`config.mk`:
```
export PLATFORM = sky130hd
export DESIGN_NAME = rf_wb_arbiter
export DESIGN_NICKNAME = d
export VERILOG_FILES = /design/src/rtl/rf_pkg.sv /design/src/rtl/rf_scoreboard.sv /design/src/rtl/rf_wb_arbiter.sv
export SDC_FILE = /design/constraint.sdc
export NUM_CORES = 1
export LEC_CHECK = 0
export ABC_AREA = 1
export BUFFER_PORTS_ARGS = -buffer_cell sky130_fd_sc_hd__buf_4
export CORE_MARGIN = 4
export CORE_UTILIZATION = 40
export DETAILED_ROUTE_END_ITERATION = 8
export GPL_TIMING_DRIVEN = 1
export PLACE_DENSITY_LB_ADDON = 0.3
export SLEW_MARGIN = 10
export SYNTH_ARGS = -nofsm -noshare
export SYNTH_HDL_FRONTEND = slang
export SYNTH_SLANG_ARGS = --single-unit
export TNS_END_PERCENT = 5
```
`constraint.sdc`:
```
create_clock -name clk -period 4.7 [get_ports clk]
set_input_delay 0.47 -clock clk [delete_from_list [all_inputs] [get_ports clk]]
set_output_delay 0.47 -clock clk [all_outputs]
set_load 0.005 [all_outputs]
```
`src/rtl/rf_pkg.sv`:
```
// Shared register-file geometry and write-port types used by the register file,
// the pipeline and the writeback arbiter.
package rf_pkg;

  localparam int REG_W  = 5;
  localparam int DATA_W = 32;
  localparam int NREG   = 32;

  typedef logic [REG_W-1:0]  reg_addr_t;
  typedef logic [DATA_W-1:0] reg_data_t;

  // One registered drive of the register-file write port.
  typedef struct packed {
    logic      wr;
    reg_addr_t a3;
    reg_data_t wd;
  } rf_wr_t;

endpackage

```
`src/rtl/rf_scoreboard.sv`:
```
// Pending-write scoreboard for multi-cycle destinations: reservation mask,
// hazard lookup for both read ports, and a sticky unreserved-write error flag.
module rf_scoreboard
  import rf_pkg::*;
(
  input  logic      clk,
  input  logic      rst,
  input  logic      en_i,
  input  logic      rsv_vld_i,
  input  reg_addr_t rsv_reg_i,
  input  logic      clr_vld_i,
  input  reg_addr_t clr_reg_i,
  input  logic      rf_wr_i,
  input  reg_addr_t rf_a3_i,
  input  reg_addr_t q1_reg_i,
  input  reg_addr_t q2_reg_i,
  output logic      q1_busy_o,
  output logic      q2_busy_o,
  output logic      sb_err_o
);

  logic [NREG-1:0] pend_q, pend_d;
  logic            err_q, err_d;

  // NOTE: every variable gets a default at the top of always_comb so no path infers a latch.
  always_comb begin
    pend_d = pend_q;
    err_d  = err_q;
    if (clr_vld_i) begin
      pend_d[clr_reg_i] = 1'b0;
      if (clr_reg_i != '0 && !pend_q[clr_reg_i]) err_d = 1'b1;
    end
    // The set is applied after the clear so a same-cycle reservation wins.
    if (rsv_vld_i) pend_d[rsv_reg_i] = 1'b1;
    pend_d[0] = 1'b0;
  end

  // NOTE: non-blocking assignments for all state; the async reset clears the whole mask.
  always_ff @(posedge clk or posedge rst) begin
    if (rst) begin
      pend_q <= '0;
      err_q  <= 1'b0;
    end else if (en_i) begin
      pend_q <= pend_d;
      err_q  <= err_d;
    end
  end

  // An in-flight write on the register-file port still counts as busy for one cycle.
  assign q1_busy_o = (q1_reg_i != '0) && (pend_q[q1_reg_i] || (rf_wr_i && rf_a3_i == q1_reg_i));
  assign q2_busy_o = (q2_reg_i != '0) && (pend_q[q2_reg_i] || (rf_wr_i && rf_a3_i == q2_reg_i));
  assign sb_err_o  = err_q;

endmodule

```
`src/rtl/rf_wb_arbiter.sv`:
```
// Two-port writeback arbiter onto the single register-file write port: pipeline
// port 0 has priority until multi-cycle port 1 has been refused STARVE_MAX times.
module rf_wb_arbiter
  import rf_pkg::*;
#(
  parameter int STARVE_MAX = 4
) (
  input  logic              clk,
  input  logic              rst,
  input  logic              wb0_vld,
  output logic              wb0_rdy,
  input  logic [REG_W-1:0]  wb0_reg,
  input  logic [DATA_W-1:0] wb0_data,
  input  logic              wb1_vld,
  output logic              wb1_rdy,
  input  logic [REG_W-1:0]  wb1_reg,
  input  logic [DATA_W-1:0] wb1_data,
  input  logic              rsv_vld,
  input  logic [REG_W-1:0]  rsv_reg,
  input  logic [REG_W-1:0]  q1_reg,
  input  logic [REG_W-1:0]  q2_reg,
  output logic              q1_busy,
  output logic              q2_busy,
  output logic              rf_wr,
  output logic [REG_W-1:0]  rf_a3,
  output logic [DATA_W-1:0] rf_wd,
  output logic              sb_err
);

  localparam logic [3:0] STARVE_LIM = 4'(STARVE_MAX);

  logic [3:0] starve_q, starve_d;
  logic       armed_q;
  rf_wr_t     wr_q, wr_d;
  logic       at_limit, xfer0, xfer1;

  assign at_limit = (starve_q == STARVE_LIM);
  assign wb0_rdy  = at_limit ? !wb1_vld : 1'b1;
  assign wb1_rdy  = at_limit ? 1'b1     : !wb0_vld;
  assign xfer0    = wb0_vld && wb0_rdy;
  assign xfer1    = wb1_vld && wb1_rdy;

  always_comb begin
    starve_d = starve_q;
    if (!wb1_vld || xfer1)        starve_d = '0;
    else if (starve_q != STARVE_LIM) starve_d = starve_q + 4'd1;
  end

  // Register 0 handshakes normally but never reaches the register file.
  always_comb begin
    wr_d    = wr_q;
    wr_d.wr = 1'b0;
    if (xfer0 && wb0_reg != '0) begin
      wr_d = '{wr: 1'b1, a3: wb0_reg, wd: wb0_data};
    end else if (xfer1 && wb1_reg != '0) begin
      wr_d = '{wr: 1'b1, a3: wb1_reg, wd: wb1_data};
    end
  end

  // armed_q stays low for the first edge after reset release, so a transfer
  // presented in the release cycle leaves no trace.
  always_ff @(posedge clk or posedge rst) begin
    if (rst) begin
      armed_q  <= 1'b0;
      starve_q <= '0;
      wr_q     <= '0;
    end else begin
      armed_q <= 1'b1;
      if (armed_q) begin
        starve_q <= starve_d;
        wr_q     <= wr_d;
      end
    end
  end

  rf_scoreboard u_sb (
    .clk       (clk),
    .rst       (rst),
    .en_i      (armed_q),
    .rsv_vld_i (rsv_vld),
    .rsv_reg_i (rsv_reg),
    .clr_vld_i (xfer1),
    .clr_reg_i (wb1_reg),
    .rf_wr_i   (wr_q.wr),
    .rf_a3_i   (wr_q.a3),
    .q1_reg_i  (q1_reg),
    .q2_reg_i  (q2_reg),
    .q1_busy_o (q1_busy),
    .q2_busy_o (q2_busy),
    .sb_err_o  (sb_err)
  );

  assign rf_wr = wr_q.wr;
  assign rf_a3 = wr_q.a3;
  assign rf_wd = wr_q.wd;

endmodule

```
==> run summary, run 1 <==
The worst max-slew margin expressed relative to the limit is 0.306. TritonCTS built the clock tree. The post-detailed-route DRC marker count is 0. Measured on the finished design, the core utilization comes to 0.531. The number of buffers between clock root and the deepest sink is 2. The number of detailed-route iterations in the first pass is 5. The mean routed wirelength per cell came out at between 15 and 20 um.

Of the total power, registers draw 0.450. The die covers roughly 13,000 sq um. The average via count per standard cell came out at between 5 and 6. The highest net fanout along the worst path came out at 40. The number of filler cells placed in the layout is between 1,000 and 1,500. The worst setup path is launched from an input port. By area, the combinational part of the netlist is dominated by simple AND/OR/NAND/NOR gates. The number of synthesized register bits came out at 75. The synthesized design contains 0 enable-type register cells. The slew at the pin closest to its max-slew limit is 1.04 ns.

The data required time at the worst endpoint is 4.97 ns. The clock period minus final worst setup slack is ~2.7 ns. Of the total power, the share spent switching nets is 0.331. The async set-or-reset flop fraction in the synthesized netlist came out at 1.00. The relative contribution of combinational cells to total power came out at 0.270.

The xor and xnor fraction of the mapped netlist area came out at 0.00592. The cell at the root of the clock tree is clkbuf_8. The critical path in this run is classified as in -> reg.

In this run the post-CTS setup repair buffer count came out at 0. The number of nets with antenna violations after detailed routing came out at 0. For this block, the via count after detailed routing is ~5,000. The post-synthesis sequential area ratio came out at 0.423.

The unique cell type count in the Yosys netlist came out at 28. The setup violation total in the final timing report is 0. The stage delay of the slowest cell on the critical path is about 0.75 ns. The number of H-tree levels is 3.

The post-synthesis area per instance came out at 7.08 sq um. The die width is ~110 um. Traced cell by cell, the critical path runs through buf_4, inv_2, nand2_2, nor2_2, nand2_2, nand2_1, a21oi_4, buf_4, nor2_1, a31oi_1. The total global routing overflow is 0. The Yosys warning count is 0.

Dividing total power by cell area gives a power density of between 300 and 400 nW/um^2. The share of the clock period used by the worst path came out at 0.572. The final max-slew violation count is 0.

The starting utilization of the core area came out at 0.410. Summing internal, switching and leakage power gives approximately 2.0 mW. The core region is approximately 11,000 sq um. In this run the count of I/O pins placed on the die edge is 137. The number of global-route vias before repair came out at between 4,000 and 5,000.

The post-CTS clock slew at the launch and capture registers of the worst setup and hold paths came out at 0.09 ns. The post-placement worst setup slack is around 1.7 ns. The post-route clock skew came out at ~0.012 ns. The post-synthesis share of cell area spent on full adders, half adders and majority gates came out at 0.00564. The biggest area contributor in the post-synthesis netlist is dfrtp_1. The number of sinks on the clock net is 75. The library cell used most frequently in the layout, excluding fill and tap cells, is nand2_1. The final HPWL from detailed placement came out at ~11,000 um. The run finished with clean final reports. Among cell families on the critical path, the largest total delay comes from simple AND/OR/NAND/NOR gates. Ranked by total cell area, the synthesized netlist is headed by dfrtp_1 42%, nand2_1 13%, nand3_1 9.8%. Compared with the post-synthesis result, the final layout area differs by 29.6%. The global-route wire length before repair came out at between 20,000 and 25,000 um. Measured along the y axis, the die boundary spans around 110 um. The internal cell power came out at approximately 1.3 mW.

The class of the tightest hold or removal check is in -> async. The final-stage net count is ~850. The row count came out at 38. The proportion of synthesized area in mux cells came out at 0. The share of the synthesized area in compound gates (AO/OA/AOI/OAI) is 0.189. Counting every instance in the synthesized netlist gives about 630. The setup TNS is 0 ns. The number of gates given a new drive strength after cts came out at 0.

The worst-case IR drop observed on VDD is 148 uV. The global routing usage summed across all routing layers is 0.227. The net switching power of the design came out at approximately 0.65 mW. The design area came out at between 5000 and 6000 sq um. Routability-driven placement finished with a final weighted congestion of 1.00. The reported max-cap violation count came out at 0. The slowest stage of the critical path is the a21oi_4 cell. In the synthesized netlist the dominant register cell turns out to be dfrtp_1. The maximum number of pins on one net before global-route repair is 51. In the layout the commonest cells are 158 x nand2_1, 140 x buf_4, 87 x nand3_1. Setup repair after global routing left no endpoint under its margin. The share of post-route cells with drive strength above 1 is 0.220. The number of antenna violations at the first check in global routing is 0.

The post-synthesis net count came out at a little over 700. The violation count after the first detailed-route iteration is 420. The setup slack after layout came out at between 2 and 2.5 ns.

Summed over all cells, the static leakage comes to 2.76 nW. The count of buffer and inverter cells on the critical path is 3. The worst setup path is captured at a register. The synthesized cell area came out at 4440 sq um.

The routed design has around 15,000 um of wire. The final count of hold timing violations came out at 0. The total inserted antenna cells is 0. The count of hold buffers inserted by post-cts repair is 0. Of the total synthesized cell area, the portion taken by AND, OR, NAND and NOR gates is 0.300.

The later-pin clock latency in the skew report is roughly 0.36 ns. Based on the critical path, the design can be clocked at up to approximately 0.37 GHz. Data on the critical path arrives at its endpoint at about 3 ns. The fraction of synthesized cell area taken by the top area cell type came out at 0.423. Buffers inserted during clock tree synthesis total 9. The number of port buffers is 136.

The clock network power share came out at 0.281. The total cell area at the placement stage is about 5500 sq um.
==> final timing paths <==
check	startpoint	endpoint	slack, ns	cells after the start
max reg2reg	starve_q[0]$_DFFE_PP0P_	rf_wd[2]$_DFFE_PP0P_	2.06	8
min	rst	rf_wd[14]$_DFFE_PP0P_	0.37	2
min in group clk	wb0_data[31]	rf_wd[31]$_DFFE_PP0P_	0.37	3
max	wb1_reg[4]	rf_wd[2]$_DFFE_PP0P_	2.01	10
max in group asynchronous	rst	u_sb.pend_q[12]$_DFFE_PP0P_	3.38	3
min reg2reg	u_sb.sb_err_o$_DFFE_PP0P_	u_sb.sb_err_o$_DFFE_PP0P_	0.48	2
==> Yosys cell counts (2+ instances only) <==
cell type	number
o21ai_0	71
o211ai_1	5
clkbuf_1	12
buf_2	12
inv_1	50
nand3_1	87
o22ai_1	6
a21oi_1	13
xor2_1	3
a22oi_1	14
o21ai_1	4
a31oi_1	32
nor2_1	62
dfrtp_1	75
nor2_2	2
inv_2	3
nand2_2	2
ha_1	2
nand4_1	5
nand2_1	158
buf_6	2
==> layout make-up <==
type,count,area (sq um),share of cell area
clock buffer,9,124,0.0215
clock inverter,6,90.1,0.0156
inverter,54,203,0.0352
multi-input combinational,471,2240,0.389
sequential,75,1880,0.326
tap,140,175,0.0304
timing repair buffer,140,1050,0.183
==> layer usage <==
layer / GRT usage / vias to the layer above / routed length (um)
li1: - / 2368 / -
met1: 0.297 / 2340 / 6060
met2: 0.361 / 230 / 7220
met3: 0.0481 / 34 / 1190
met4: 0.100 / 0 / 449
met5: 0 / - / 0
==> flip-flops by register name (all words and copies together), names as in the netlist <==
register       flops
rf_wd             32
u_sb.pend_q       31
rf_a3              5
starve_q           4
armed_q            1
rf_wr              1
u_sb.sb_err_o      1
==> through the flow <==
| step | hold WS (ns) | std cells |
|---|---|---|
| after floorplan | 0.457 | 627 |
| after global placement | 0.470 | 880 |
| after detailed placement | 0.471 | 880 |
| after CTS | 0.357 | 895 |
| after global routing | 0.364 | 895 |
| final | 0.368 | 895 |
==> cells by family after synthesis <==
kind of cell	count (synthesis)
adders and majority gates	2
and+or+nand+nor	318
AOI/OAI and AO/OA	147
xor gates and xnor gates	3
other	1
DFF	75
buffers and inverters	81
==> power by group through the flow <==
stage	Sequential, mW	Clock (mW)	Combinational, mW
after floorplan	0.848	0	0.287
after global placement	0.879	0	0.508
after detailed placement	0.883	0	0.524
after CTS	0.871	0.558	0.527
after global routing	0.887	0.584	0.589
final	0.878	0.548	0.526
Note: power is estimated with default switching activity, not from simulation.
==> run 2: changes to the inputs <==
--- a/config.mk
+++ b/config.mk
@@ -5,7 +5,7 @@
 export SDC_FILE = /design/constraint.sdc
 export NUM_CORES = 1
 export LEC_CHECK = 0
-export ABC_AREA = 1
+export ABC_AREA = 0
 export BUFFER_PORTS_ARGS = -buffer_cell sky130_fd_sc_hd__buf_4
 export CORE_MARGIN = 4
 export CORE_UTILIZATION = 40
==> constraint.sdc (replaced) <==
create_clock -name clk -period 2.78 [get_ports clk]
set_input_delay 0.278 -clock clk [delete_from_list [all_inputs] [get_ports clk]]
set_output_delay 0.278 -clock clk [all_outputs]
set_load 0.005 [all_outputs]
==> run 2 against run 1 <==
Against the previous run: register-to-register slack worse by 1.4 ns; flip-flop and latch count stayed put; final cell count shrank 25%; critical path depth decreased by 6; global-route usage down 2.6 points; first-iteration DRC count is 7.9% lower.
==> run summary, run 2 <==
The number of nets with antenna violations after detailed routing came out at 0 (unchanged). The synthesized cell area is 4290 sq um (-3.4%). The leakage power total is 2.42 nW (-12%). The maximum number of pins on one net before global-route repair came to 76 (+49%). TritonCTS built the clock tree. The total inserted antenna cells came out at 0 (unchanged). The worst max-slew margin expressed relative to the limit was 0.363 (+0.0569). The number of setup buffers added after CTS came out at 0 (unchanged). The setup violation total in the final timing report came out at 0 (unchanged). The number of detailed-route iterations in the first pass came to 5 (unchanged). The number of gates given a new drive strength after cts came out at 0 (unchanged). The synthesized instance count is 406 (-35%). The total routed wirelength is 12,500 um (-16%).

Derived from the worst setup path, the maximum achievable clock frequency is 0.401 GHz. The Yosys warning count is 0 (unchanged). The worst setup path is launched from a register.

The highest net fanout along the worst path is 4 (-90%). The number of H-tree levels was 3 (unchanged). The post-synthesis sequential area ratio is 0.438 (+0.0150). The library cell used most frequently in the layout, excluding fill and tap cells, is buf_4. After synthesis, the cell types taking the most area are dfrtp_1 44%, mux4_2 11%, a22o_1 10%. The maximum VDD drop is 266 uV (+80%). The number of sinks on the clock net came out at 75 (unchanged). The signal arrival time at the worst endpoint is 2.21 ns (-0.75 ns). The switching fraction of total power is 0.314 (-0.0175). The biggest area contributor in the post-synthesis netlist is dfrtp_1. The total cell area at the placement stage is 5390 sq um (-2.8%). The final standard cell utilization of the core came out at 0.537 (+0.00563). The post-route clock skew is 0.0209 ns (+0.00912 ns). The post-CTS clock slew at the launch and capture registers of the worst setup and hold paths came out at 0.09 ns (about the same). The number of buffers between clock root and the deepest sink is 2 (unchanged). The fraction of synthesized cell area taken by the top area cell type came out at 0.438 (+0.0150). The area of the die came out at 12,400 sq um (-3.2%).

The startpoint-to-endpoint class of the critical path is reg -> out. Setup repair after global routing left no endpoint under its margin. The average via count per standard cell came out at 5.89 (+6.0%). The async set-or-reset flop fraction in the synthesized netlist is 1.00 (unchanged). The flip-flop count of the largest register, all copies and words added came to 32 (unchanged).

The worst setup path is captured at an output port. The share of post-route cells with drive strength above 1 came out at 0.356 (+0.136). The later-pin clock latency in the skew report is 0.36 ns (about the same). The final HPWL from detailed placement came out at 9160 um (-19%). The starting utilization of the core area came out at 0.413 (+0.00386). The final cell count without fillers came out at 670 (-25%). The clock network power share is 0.256 (-0.025).

In the layout the commonest cells are 141 x buf_4, 75 x dfrtp_1, 69 x o21ai_0. The part of the total power dissipated in sequential elements came out at 0.467 (+0.017). The final-stage net count came to 625 (-26%). The number of synthesized register bits came out at 75 (unchanged). The areal power density over the cells came out at 548 nW/um^2 (+62%). The count of placed standard cells including taps came to 654 (-26%).

The top-level I/O count is 137 (unchanged). The most common cell in the netlist is dfrtp_1. The count of hold buffers inserted by post-cts repair came to 0 (unchanged).

The global-route wire length before repair is 20,500 um (-12%). The post-detailed-route DRC marker count is 0 (unchanged). The clock period minus final worst setup slack came out at between 2 and 2.5 ns. The number of antenna violations at the first check in global routing came out at 0 (unchanged).

The design area is 5570 sq um (-3.3%). The final max-slew violation count is 0 (unchanged). The height of the die came out at 112 um (-1.6%). The number of global-route vias before repair came out at 4,006 (-15%). The number of buffers added by the clock tree synthesis step is 9 (unchanged).

The die width is 112 um (-1.6%). The slew at the pin closest to its max-slew limit is 0.955 ns (-0.0839 ns). The violation count after the first detailed-route iteration came to 387 (-7.9%). The final count of hold timing violations came out at 0 (unchanged). The net switching power of the design is 0.956 mW (+48%). The row count is 37 (-2.6%).

The mean routed wirelength per cell is 18.6 um (+12%). The number of synthesized flops with an enable pin is 0 (unchanged). The cell at the root of the clock tree is clkbuf_8. The share of the clock period used by the worst path is 0.896.

The global routing usage summed across all routing layers is 0.201 (-0.0256). The tightest hold margin is 0.203 ns (-0.165 ns). By count the netlist is led by 75 x dfrtp_1, 69 x o21ai_0, 49 x a22o_1. In the synthesized netlist the dominant register cell turns out to be dfrtp_1. The reported max-cap violation count is 0 (unchanged).

The run finished with clean final reports. The relative contribution of combinational cells to total power came out at 0.276 (+0.006). The post-synthesis net count came out at 502 (-31%). The total global routing overflow came out at 0 (unchanged). The data required time at the worst endpoint came out at 2.50 ns (-2.47 ns).

The area growth from synthesis to layout is 29.8%. The internal cell power is 2.09 mW (+60%). The routed via count is 3,945 (-21%).

The floorplan core area is 10,400 sq um (-4.3%). The post-synthesis area per instance was 10.6 sq um (+49%). The final RePlAce weighted congestion is 0.854 (-15%).

The unique cell type count in the Yosys netlist came to 47 (+68%). The number of port buffers came out at 136 (unchanged). The setup TNS came to 0 ns (unchanged). The class of the tightest hold or removal check is in -> reg.
run 2: cells by family after synthesis:
| logic type | count (synthesis) | synth area share |
|---|---|---|
| DFF | 75 | 0.438 |
| adders and majority gates | 2 | 0.00584 |
| muxes | 29 | 0.130 |
| buffers and inverters | 36 | 0.0414 |
| AOI/OAI and AO/OA | 161 | 0.253 |
| xor gates and xnor gates | 10 | 0.0204 |
| and+or+nand+nor | 92 | 0.111 |
| other | 1 | 0.000875 |
run 2: layout make-up:
cell class	instances	area, sq um
Clock buffer	9	124
Clock inverter	7	56.3
Fill cell	943	4800
Inverter	6	22.5
Multi-Input combinational cell	295	2240
Sequential cell	75	1880
Tap cell	136	170
Timing Repair Buffer	142	1080
run 2: path summary, 6_finish.rpt:
kind / to / slack (ns) / start / cells after the start
max: q2_busy / 0.29 / u_sb.pend_q[12]$_DFFE_PP0P_ / 4
min: rf_a3[3]$_DFFE_PP0P_ / 0.20 / wb0_reg[3] / 3
max reg2reg: rf_a3[3]$_DFFE_PP0P_ / 0.69 / starve_q[0]$_DFFE_PP0P_ / 7
min reg2reg: u_sb.sb_err_o$_DFFE_PP0P_ / 0.51 / u_sb.sb_err_o$_DFFE_PP0P_ / 1
max in group asynchronous: u_sb.pend_q[15]$_DFFE_PP0P_ / 1.94 / rst / 3
min in group asynchronous: rf_wd[18]$_DFFE_PP0P_ / 0.21 / rst / 3
run 2: layer usage:
| layer | part of all wire | GRT usage | vias up |
|---|---|---|---|
| li1 | - | - | 1809 |
| met1 | 0.41 | 0.263 | 1923 |
| met2 | 0.49 | 0.331 | 191 |
| met3 | 0.078 | 0.0386 | 22 |
| met4 | 0.022 | 0.0779 | 0 |
| met5 | 0 | 0 | - |
run 2: worst max-delay path: stages (launching register included):
cell	delay, ns
dfrtp_1	0.42
mux4_2	0.47
mux4_2	0.49
o32a_1	0.35
buf_4	0.14
run 2: power by group through the flow:
stage / logic (mW) / clock network, mW / registers (mW)
final: 0.843 / 0.781 / 1.42
after global routing: 0.928 / 0.837 / 1.45
after CTS: 0.849 / 0.796 / 1.42
after detailed placement: 0.845 / 0 / 1.44
after global placement: 0.825 / 0 / 1.43
after floorplan: 0.488 / 0 / 1.40
run 2: metrics by stage:
| stage | total power, mW | setup slack (ns) |
|---|---|---|
| floorplan | 1.89 | 0.592 |
| global placement | 2.25 | 0.515 |
| detailed placement | 2.29 | 0.518 |
| CTS | 3.07 | 0.285 |
| global route | 3.22 | 0.230 |
| finish | 3.05 | 0.289 |
==> run 3: changes to the inputs <==
--- a/config.mk
+++ b/config.mk
@@ -5,12 +5,13 @@
 export SDC_FILE = /design/constraint.sdc
 export NUM_CORES = 1
 export LEC_CHECK = 0
-export ABC_AREA = 0
+export ABC_AREA = 1
 export BUFFER_PORTS_ARGS = -buffer_cell sky130_fd_sc_hd__buf_4
 export CORE_MARGIN = 4
 export CORE_UTILIZATION = 40
 export DETAILED_ROUTE_END_ITERATION = 8
 export GPL_TIMING_DRIVEN = 1
+export HOLD_SLACK_MARGIN = 0.03
 export PLACE_DENSITY_LB_ADDON = 0.3
 export SLEW_MARGIN = 10
 export SYNTH_ARGS = -nofsm -noshare
==> run 3 against run 2 <==
Against the previous run: clock power is essentially flat; worst setup slack improved by 0.41 ns; sequential share of layout area down 1.2 points; worst hold slack lost 0.19 ns; largest power group unchanged.
==> run summary, run 3 (synthesis results as in run 1) <==
The floorplan core area is 10,800 sq um (+4.5%). The share of post-route cells with drive strength above 1 came out at 0.223 (-0.133). The overall power of the completed layout came to 3.14 mW (+3.1%). The number of antenna violations at the first check in global routing is 0 (unchanged). The data required time at the worst endpoint came out at 3.08 ns (+0.58 ns).

The die width came out at 113 um (+1.6%). The post-detailed-route DRC marker count came out at 0 (unchanged). The signal arrival time at the worst endpoint came out at 2.38 ns (+0.17 ns). The highest net fanout along the worst path came out at 75 (+71). The setup TNS is 0 ns (unchanged).

The slew at the pin closest to its max-slew limit came out at 0.673 ns (-0.282 ns). The area of all sequential standard cells is 1880 sq um (unchanged). The worst max-slew margin expressed relative to the limit is 0.551 (+0.187).

The number of global-route vias before repair came out at 4,641 (+16%). The library cell used most frequently in the layout, excluding fill and tap cells, is nand2_1. The maximum VDD drop came to 217 uV (-18%). The routed via count came out at 4,911 (+24%). The final-stage net count was 850 (+36%). The top cell types in the final layout, fill and taps aside, are 158 x nand2_1, 141 x buf_4, 87 x nand3_1.

The post-route clock skew is 0.0118 ns (-0.00911 ns). The startpoint-to-endpoint class of the critical path is reg -> reg. The number of buffers between clock root and the deepest sink is 2 (unchanged). The number of H-tree levels is 3 (unchanged). The leakage power total came to 2.77 nW (+15%).

The flip-flop count of the largest register, all copies and words added is 32 (unchanged). The total routed wirelength is 14,700 um (+18%). The number of nets with antenna violations after detailed routing was 0 (unchanged). The later-pin clock latency in the skew report came to 0.37 ns (about the same). The total inserted antenna cells is 0 (unchanged). The count of placed standard cells including taps came out at 883 (+35%). The maximum clock rate is 0.480 GHz (+20%). TritonCTS built the clock tree. The height of the die came to 113 um (+1.6%).

The maximum number of pins on one net before global-route repair is 76 (unchanged). The share of the clock period used by the worst path is 0.749 (-0.147). The areal power density over the cells is 545 nW/um^2 (-0.50%). The number of filler cells placed in the layout is 1,036 (+9.9%). The cell at the root of the clock tree is clkbuf_8. The global-route wire length before repair came out at 23,400 um (+14%). The reported max-cap violation count is 0 (unchanged). The design area came out at 5770 sq um (+3.6%). The row count is 38 (+2.7%). The area of the die came out at 12,900 sq um (+3.3%).

The final RePlAce weighted congestion is 0.930 (+9.0%). The top-level I/O count was 137 (unchanged). The final cell count without fillers came out at 898 (+34%).

The final max-slew violation count is 0 (unchanged). The post-CTS clock slew at the launch and capture registers of the worst setup and hold paths is 0.09 ns (about the same). The total global routing overflow is 0 (unchanged).

The total cell area at the placement stage is 5590 sq um (+3.8%). The number of port buffers is 136 (unchanged). The number of buffers added by the clock tree synthesis step was 9 (unchanged). The post-placement worst setup slack is 0.704 ns (+0.186 ns). The area used by multi-input combinational logic came out at 2240 sq um (unchanged).

The final HPWL from detailed placement is 11,000 um (+20%). The number of detailed-route iterations in the first pass is 7 (+2). The mean routed wirelength per cell came out at 16.4 um (-12%). The number of setup buffers added after CTS came out at 0 (unchanged). Setup repair after global routing left no endpoint under its margin. The number of sinks on the clock net came to 75 (unchanged). The violation count after the first detailed-route iteration is 452 (+17%). The area growth from synthesis to layout was 29.9% (about the same).

The final count of hold timing violations came out at 0 (unchanged). The number of gates given a new drive strength after cts was 0 (unchanged). The count of hold buffers inserted by post-cts repair is 0 (unchanged).

The starting utilization of the core area was 0.410 (-0.00386). The average via count per standard cell came out at 5.47 (-7.1%). The clock period minus final worst setup slack was 2.08 ns (-0.408 ns). STA classifies the critical path startpoint as a register. The global routing usage summed across all routing layers came out at 0.227 (+0.0259).

The flow ran to the end, and the final reports show no timing, DRC or antenna violations. The path class of the tightest hold or removal check is in -> async. The setup violation total in the final timing report came to 0 (unchanged).

STA classifies the critical path endpoint as a register. The setup slack after layout is 0.697 ns (+0.408 ns).
[run 3: changes by cell type in the layout (fill, tap and decap cells not counted), sizes merged, moves of 31 or more]
cell / previous run / this run
a22o: 49 / 0
a31oi: 1 / 32
inv: 10 / 53
nand2: 21 / 160
nand3: 10 / 87
nor2: 26 / 65
[run 3: worst paths after layout]
kind	slack, ns	endpoint	start	cells past startpoint
max in group asynchronous	2.07	u_sb.pend_q[26]$_DFFE_PP0P_	rst	3
worst max register to register	0.70	rf_a3[2]$_DFFE_PP0P_	starve_q[0]$_DFFE_PP0P_	9
worst max-delay path	0.70	rf_a3[2]$_DFFE_PP0P_	starve_q[0]$_DFFE_PP0P_	9
worst min register to register	0.49	u_sb.sb_err_o$_DFFE_PP0P_	u_sb.sb_err_o$_DFFE_PP0P_	2
worst min-delay path	0.01	rf_wd[8]$_DFFE_PP0P_	rst	2
min in group clk	0.17	rf_wd[19]$_DFFE_PP0P_	wb0_data[19]	3
[run 3: per-layer routing]
layer  vias up  track usage  wire length [um]
met5         -            0                 0
met4         0       0.0954               350
met3        29       0.0337              1380
met2       251        0.360              6990
met1      2262        0.310              6000
li1       2369            -                 -
[run 3: cell type report]
class	instances	area share
well taps	140	0.0304
repair buffers	143	0.190
multi-input cells	471	0.388
inverters	54	0.0351
clock buffers	11	0.0262
clock inverters	4	0.00456
flip-flops and latches	75	0.325
[run 3: report_power, final]
group          switching [mW]  leakage, nW  internal (mW)
Sequential              0.181        0.909           1.29
Clock                   0.417       0.0912          0.366
Combinational           0.470         1.77          0.423
Total                    1.07         2.77           2.08
[run 3: metrics by stage]
step | hold WS [ns] | util
2_1_floorplan | 0.436 | -
3_3_place_gp | 0.417 | 0.516
3_5_place_dp | 0.430 | 0.516
4_1_cts | 0.0357 | 0.532
5_1_grt | 0.0739 | 0.532
6_report | 0.0111 | 0.532
[run 3: worst max-delay path, cell delays in order, from the launching register on]
cell and delay (ns):
dfrtp_1 0.40, inv_1 0.08, ha_1 0.17, nand3_1 0.12, a21oi_2 0.33, nand2_1 0.17, a21oi_4 0.20, buf_12 0.29
o21ai_0 0.16, o21ai_1 0.09
